## src/rtl/mux_scan_n.sv

```systemverilog
// Registered N-channel, W-bit multiplexer with manual-select and auto-scan modes.
// Auto-scan holds each channel for dwell+1 cycles and pulses wrap on the NCH-1 -> 0 step.
module mux_scan_n #(
  parameter int WIDTH   = 8,
  parameter int NCH     = 4,
  parameter int SELW    = 2,
  parameter int DWELL_W = 8
) (
  input  logic                   clk,
  input  logic                   rst_n,
  input  logic [NCH*WIDTH-1:0]   din,
  input  logic                   en,
  input  logic                   mode,
  input  logic [SELW-1:0]        sel,
  input  logic [DWELL_W-1:0]     dwell,
  output logic [WIDTH-1:0]       dout,
  output logic                   dout_valid,
  output logic [SELW-1:0]        cur_ch,
  output logic                   wrap
);

  typedef enum logic [1:0] {
    ST_IDLE   = 2'd0,
    ST_MANUAL = 2'd1,
    ST_SCAN   = 2'd2
  } state_t;

  localparam logic [SELW:0]   NCH_L   = (SELW+1)'(NCH);
  localparam logic [SELW-1:0] LAST_CH = SELW'(NCH - 1);

  state_t               state_q, state_d;
  logic [WIDTH-1:0]     dout_q, dout_d;
  logic                 valid_q, valid_d;
  logic [SELW-1:0]      ch_q, ch_d;
  logic                 wrap_q, wrap_d;
  logic [DWELL_W-1:0]   cnt_q, cnt_d;

  // Indices at or above NCH select nothing, so a non-power-of-two NCH never aliases.
  function automatic logic [WIDTH-1:0] pick_ch(input logic [NCH*WIDTH-1:0] data,
                                               input logic [SELW-1:0]      idx);
    logic [WIDTH-1:0] res;
    res = '0;
    for (int k = 0; k < NCH; k++) begin
      res = (idx == SELW'(k)) ? data[k*WIDTH +: WIDTH] : res;
    end
    return res;
  endfunction

  function automatic logic ch_legal(input logic [SELW-1:0] idx);
    return ({1'b0, idx} < NCH_L);
  endfunction

  // Next-state and datapath decode; the mode taken at an edge follows en/mode directly.
  always_comb begin
    state_d = ST_IDLE;
    dout_d  = dout_q;
    valid_d = 1'b0;
    ch_d    = ch_q;
    wrap_d  = 1'b0;
    cnt_d   = '0;

    if (!en) begin
      state_d = ST_IDLE;
    end else if (!mode) begin
      state_d = ST_MANUAL;
    end else begin
      state_d = ST_SCAN;
    end

    case (state_d)
      ST_IDLE: begin
        dout_d  = dout_q;
        valid_d = 1'b0;
      end
      ST_MANUAL: begin
        if (ch_legal(sel)) begin
          dout_d  = pick_ch(din, sel);
          ch_d    = sel;
          valid_d = 1'b1;
        end else begin
          dout_d  = '0;
          ch_d    = ch_q;
          valid_d = 1'b0;
        end
      end
      ST_SCAN: begin
        if (state_q != ST_SCAN) begin
          // Entry edge: stay on the current channel and start a fresh dwell.
          ch_d  = ch_legal(ch_q) ? ch_q : '0;
          cnt_d = '0;
        end else if (cnt_q >= dwell) begin
          cnt_d = '0;
          if (ch_q >= LAST_CH) begin
            ch_d   = '0;
            wrap_d = (ch_q == LAST_CH);
          end else begin
            ch_d   = ch_q + SELW'(1);
            wrap_d = 1'b0;
          end
        end else begin
          cnt_d = cnt_q + DWELL_W'(1);
          ch_d  = ch_q;
        end
        dout_d  = pick_ch(din, ch_d);
        valid_d = 1'b1;
      end
      default: begin
        dout_d  = dout_q;
        valid_d = 1'b0;
      end
    endcase
  end

  // State and output registers.
  always_ff @(posedge clk or negedge rst_n) begin
    if (!rst_n) begin
      state_q <= ST_IDLE;
      dout_q  <= '0;
      valid_q <= 1'b0;
      ch_q    <= '0;
      wrap_q  <= 1'b0;
      cnt_q   <= '0;
    end else begin
      state_q <= state_d;
      dout_q  <= dout_d;
      valid_q <= valid_d;
      ch_q    <= ch_d;
      wrap_q  <= wrap_d;
      cnt_q   <= cnt_d;
    end
  end

  assign dout       = dout_q;
  assign dout_valid = valid_q;
  assign cur_ch     = ch_q;
  assign wrap       = wrap_q;

endmodule
```

## config.mk

```make
export PLATFORM = sky130hd
export DESIGN_NAME = mux_scan_n
export DESIGN_NICKNAME = d
export VERILOG_FILES = /design/src/rtl/mux_scan_n.sv
export SDC_FILE = /design/constraint.sdc
export NUM_CORES = 1
export LEC_CHECK = 0
export CAP_MARGIN = 10
export CORE_UTILIZATION = 47
export CTS_CLUSTER_DIAMETER = 40
export CTS_CLUSTER_SIZE = 10
export DETAILED_ROUTE_END_ITERATION = 6
export GPL_TIMING_DRIVEN = 0
export PLACE_DENSITY = 0.81
export REMOVE_ABC_BUFFERS = 1
export SYNTH_ARGS = -nofsm -noshare
export SYNTH_HDL_FRONTEND = slang
export SYNTH_SLANG_ARGS = --single-unit
```

## constraint.sdc

```tcl
create_clock -name clk -period 2.95 [get_ports clk]
set_input_delay 0.59 -clock clk [delete_from_list [all_inputs] [get_ports clk]]
set_output_delay 0.59 -clock clk [all_outputs]
set_load 0.03 [all_outputs]
```

# Word-level counts from Yosys, hierarchy flattened
# Cells that the tools add are included.
# Widths: inputs -> output; s select.
[word_totals]
reg_bits = 22
wordCells = 48
output_inout_bits = 12
inputBits = 46
[classes]
add_sub_neg = 2
reduce_logical = 4
order_cmp = 2
muxes = 24
eq_ne = 10
[ops]
columns = ["cell", "n"]
rows = [
  ["$mux 8", 11],
  ["$pmux 8 s2", 1],
  ["$eq 2x2->1 const B", 6],
  ["$mux 2", 6],
  ["$add 8x1->8 const B", 1],
  ["$ge 8x8->1", 1],
  ["$eq 2x1->1 const B", 3],
  ["$mux 1", 5],
  ["$logic_not 2->1", 2],
  ["$pmux 2 s2", 1],
  ["$add 2x1->2 const B", 1],
  ["$ge 2x2->1 const B", 1],
  ["$ne 2x2->1 const B", 1],
  ["$reduce_bool 2->1", 1],
  ["$reduce_or 2->1", 1],
]

# Longest topological paths before layout
[depth]
ltp_word = 11
mapped_depth = 11
depth_no_buf = 9

# Worst setup path after synthesis
# Ideal clock, no wire load.
[synth_timing]
kind = "input port to flip-flop"
start = "input dwell[1]"
end = "register ch_q[1] (netlist: cur_ch[1])"
slack_ns = 0.356
stages = 9
required_time_ns = 2.825
path_buffers = 0
setup_ns = 0.125
arrival_time_ns = 2.469
cell_sequence = "inv_1 -> ha_1 -> nor2b_4 -> o211a_4 -> o31ai_4 -> nand2_4 -> a21bo_1 -> mux2_4 -> mux2_4"
[synth_via]
elab_chain_cells = 5
[synth_rtl]
columns = ["item", "line_no", "rtl"]
rows = [
  ["start, declared", "15", "input logic [DWELL_W-1:0] dwell,"],
  ["$ge 8x8->1", "91", "end else if (cnt_q >= dwell) begin"],
  ["$mux 2", "91", ""],
  ["$mux 2", "87", "if (state_q != ST_SCAN) begin"],
  ["$mux 2", "70", "case (state_d)"],
  ["$pmux 2 s2", "70", ""],
  ["end signal, assigned", "127", "ch_q <= ch_d;"],
  ["end, declared", "34", "logic [SELW-1:0] ch_q, ch_d;"],
]
# No other way between the ends. The select of a mux whose other input is x is not followed.
# A chain may end at the register's enable or synchronous reset.

# Worst setup path after layout
[layout_timing]
start = "input dwell[7]"
end = "register ch_q[1] (netlist: cur_ch[1])"
# Same word-level chain as after synthesis.

==> impl_metrics.env <==
export IMPL_dp_hpwl_mm=3.29
export IMPL_fin_area_sq_um=2550
export IMPL_synthTopCellsByArea="dfrtp_1 30%, mux4_2 9.8%, ha_1 6.8%, nor2b_1 4.1%, nor2_1 3.3%"
export IMPL_ys_async_sr_fraction_pct=100
export IMPL_cts_buffers=3
export IMPL_relSlewSlack_pct=29.5
export IMPL_timing_final_ws_setup_ns=0.0982
export IMPL_num_rows=22
export IMPL_area_growth_pct=38.4
export IMPL_dpl_cell_area_sq_um=2420
export IMPL_synthCells=195
export IMPL_synth_compound_area_share_pct=20.4
export IMPL_layout_min_cycle_time_ns=2.85
export IMPL_routed_wirelength_mm=4.52
export IMPL_hold_end="cnt_q[0]$_DFF_PN0_"
export IMPL_netlist_area_sq_um=1840
export IMPL_die_area_sq_um=4170
export IMPL_p_leak_nw=1.02
export IMPL_final_common_cell="clkdlybuf4s50_1"
export IMPL_power_density_nw_per_um2=408
export IMPL_antenna_found_initial=0
export IMPL_cts_buffer_depth=2
export IMPL_synth_cell_types=41
export IMPL_drc=0
export IMPL_htree_levels=1
export IMPL_ios=58
export IMPL_path_class="in2reg"
export IMPL_clk_latency_ns=0.26
export IMPL_fmax_ghz=0.351
export IMPL_arrival_ns=3.00
export IMPL_final_cell_mix="57 x clkdlybuf4s50_1, 22 x dfrtp_1, 16 x nor2_1"
export IMPL_yosysTopAreaCell="dfrtp_1"
export IMPL_hp_class="reg2reg"
export IMPL_synth_top_family_by_area="simple AND/OR/NAND/NOR gates"
export IMPL_r2r_end="dout[6]$_DFFE_PN0P_"
export IMPL_io_buffers=57
export IMPL_holdPathStages=1
export IMPL_total_power_w=0.00104
export IMPL_final_layout_size_suffix_gt1_share_pct=10.1
export IMPL_yosys_area_share_xor_xnor_pct=2.86
export IMPL_tightest_slew_ns=1.05
export IMPL_syn_area_per_cell_sq_um=9.43
export IMPL_post_route_period_util_pct=96.7
export IMPL_synth_top_flop_cell="dfrtp_1"
export IMPL_cts_root_buf="clkbuf_8"
export IMPL_pre_cts_ws_ns=-0.358
export IMPL_routed_via_density=5.89
export IMPL_finalHoldViolCount=0
export IMPL_rr_worst_depth=7
export IMPL_instances_no_fill=296
export IMPL_grt_pass1_vias=1681
export IMPL_core_area_sq_um=3720
export IMPL_vias=1744
export IMPL_detail_route_antenna_nets=0
export IMPL_worstPathRequired_ns=3.10
export IMPL_synth_edf_count=0
export IMPL_setup_viol=0
export IMPL_status="finished, final reports clean"
export IMPL_yosys_warnings=0
export IMPL_grt_start_max_net_pins=23
export IMPL_crit_path_end_kind="flop"
export IMPL_track_usage_pct=23.0
export IMPL_final_max_slew_viol_count=0
export IMPL_start_util_pct=49.5
export IMPL_rrSetupSlack_ns=0.42
export IMPL_regToRegStartpoint="cur_ch[0]$_DFFE_PN0P_"
export IMPL_synth_top_area_share_pct=29.9
export IMPL_path_clk_slew_ns=0.08
export IMPL_setup_tns_ns=0
export IMPL_nNetsFinal=305
export IMPL_die_y_um=64.6
export IMPL_ys_seq_elements=22
export IMPL_n_antenna_cell=0
export IMPL_die_w_um=64.6
export IMPL_avgRoutedWirePerCell_um=15.3
export IMPL_maxCapViolCount=0
export IMPL_synthSimpleGateAreaFrac_pct=21.2
export IMPL_worst_ir_drop_vdd_mv=0.291
export IMPL_clock_sinks=22
export IMPL_finClkSkew_ns=0.00448
export IMPL_cp_start_kind="input port"
export IMPL_cts_tree="done"
export IMPL_grt_pass1_wl_mm=7.50
export IMPL_detail_route_first_pass_iterations=4
export IMPL_drtIter0Drc=119
export IMPL_placed_cells=288
export IMPL_yosys_area_share_adder_pct=6.80
export IMPL_path_max_fanout=7
export IMPL_cts_hold_buf=0
export IMPL_gp_congestion=0.873
export IMPL_seq_area_frac_synth_pct=29.9
export IMPL_synthMuxAreaShare_pct=14.1
export IMPL_min_from="cnt_q[0]$_DFF_PN0_"
export IMPL_grt_ovfl_total=0
## where the power goes
| part | internal (W) | total, W | switching [W] |
|---|---|---|---|
| Sequential | 0.000327 | 0.000358 | 0.0000310 |
| Combinational | 0.000199 | 0.000398 | 0.000199 |
| Clock | 0.000181 | 0.000283 | 0.000102 |
## cell usage after synthesis, drive strengths merged, types with 3 or more instances
cell and n:
xor2 5, ha 10, o2111ai 5, dfrtp 22, a21oi 11, o22ai 5
nand3 11, o221ai 3, nor2 16, nand2 7, and3 4, mux2i 5
a21boi 3, or3 6, nor3b 3, mux4 8, clkbuf 10, nor2b 13
a221oi 5, nand3b 5, inv 9, o21ai 10
## what timing repair did
action | in CTS | in global routing
gates resized for setup | 0 | 2
endpoints found under the setup margin | 3 | 7
buffers inserted | 2 | 2
hold endpoints to repair | 0 | 0
pin swaps | 1 | 1
## critical path, stage by stage
cell	delay, ns
clkdlybuf4s50_1	0.46
inv_1	0.04
ha_1	0.30
nand2_1	0.06
o21a_1	0.19
or2_2	0.37
nand3_1	0.19
a21bo_1	0.27
mux2_4	0.27
mux2_4	0.26
## metrics by stage
| stage | hold slack (ns) | utilization [%] |
|---|---|---|
| 2_1_floorplan | 0.294 | - |
| 3_3_place_gp | 0.538 | 65.2 |
| 3_5_place_dp | 0.542 | 65.2 |
| 4_1_cts | 0.557 | 67.5 |
| 5_1_grt | 0.595 | 68.5 |
| 6_report | 0.553 | 68.5 |
## area by class of cell
cell class | count | area (sq um)
Sequential cell | 22 | 551
Clock buffer | 3 | 41.3
Inverter | 10 | 37.5
Multi-Input combinational cell | 151 | 1230
Clock inverter | 1 | 30.0
Timing Repair Buffer | 61 | 601
Tap cell | 48 | 60.1
Fill cell | 305 | 1170
## cells by family (layout without fill, tap and decap cells)
| logic type | after synthesis | after routing |
|---|---|---|
| multiplexers | 15 | 15 |
| flip-flops | 22 | 22 |
| buffers and inverters | 22 | 75 |
| AO/OA/AOI/OAI | 50 | 50 |
| XOR/XNOR | 6 | 6 |
| adder cells (fa/ha/maj) | 10 | 10 |
| AND/OR/NAND/NOR | 70 | 70 |
## routing by layer
metal / GRT usage (%) / vias up / wire (um) / share of wire (%)
li1: - / 836 / - / -
met1: 31.8 / 836 / 1990 / 44
met2: 38.0 / 70 / 2220 / 49
met3: 1.23 / 2 / 275 / 6.1
met4: 8.33 / 0 / 34 / 0.75
met5: 0 / - / 0 / 0
## sequential cells by signal, indices dropped and copies added, names as in the netlist
name,flops
cnt_q,8
wrap,1
dout,8
cur_ch,2
state_q,2
dout_valid,1
## how the worst max path moves through the flow
stage | from | endpoint | slack (ns)
6_report | dwell[7] | cur_ch[1]$_DFFE_PN0P_ | 0.1
5_1_grt | dwell[1] | dout[2]$_DFFE_PN0P_ | -0.0004
4_1_cts | dwell[1] | cur_ch[1]$_DFFE_PN0P_ | 0.02
3_5_place_dp | dwell[1] | cur_ch[1]$_DFFE_PN0P_ | -0.36
3_3_place_gp | dwell[1] | cur_ch[1]$_DFFE_PN0P_ | -0.33
2_1_floorplan | dwell[1] | cur_ch[1]$_DFFE_PN0P_ | 0.27
(Power assumes the default switching activity.)
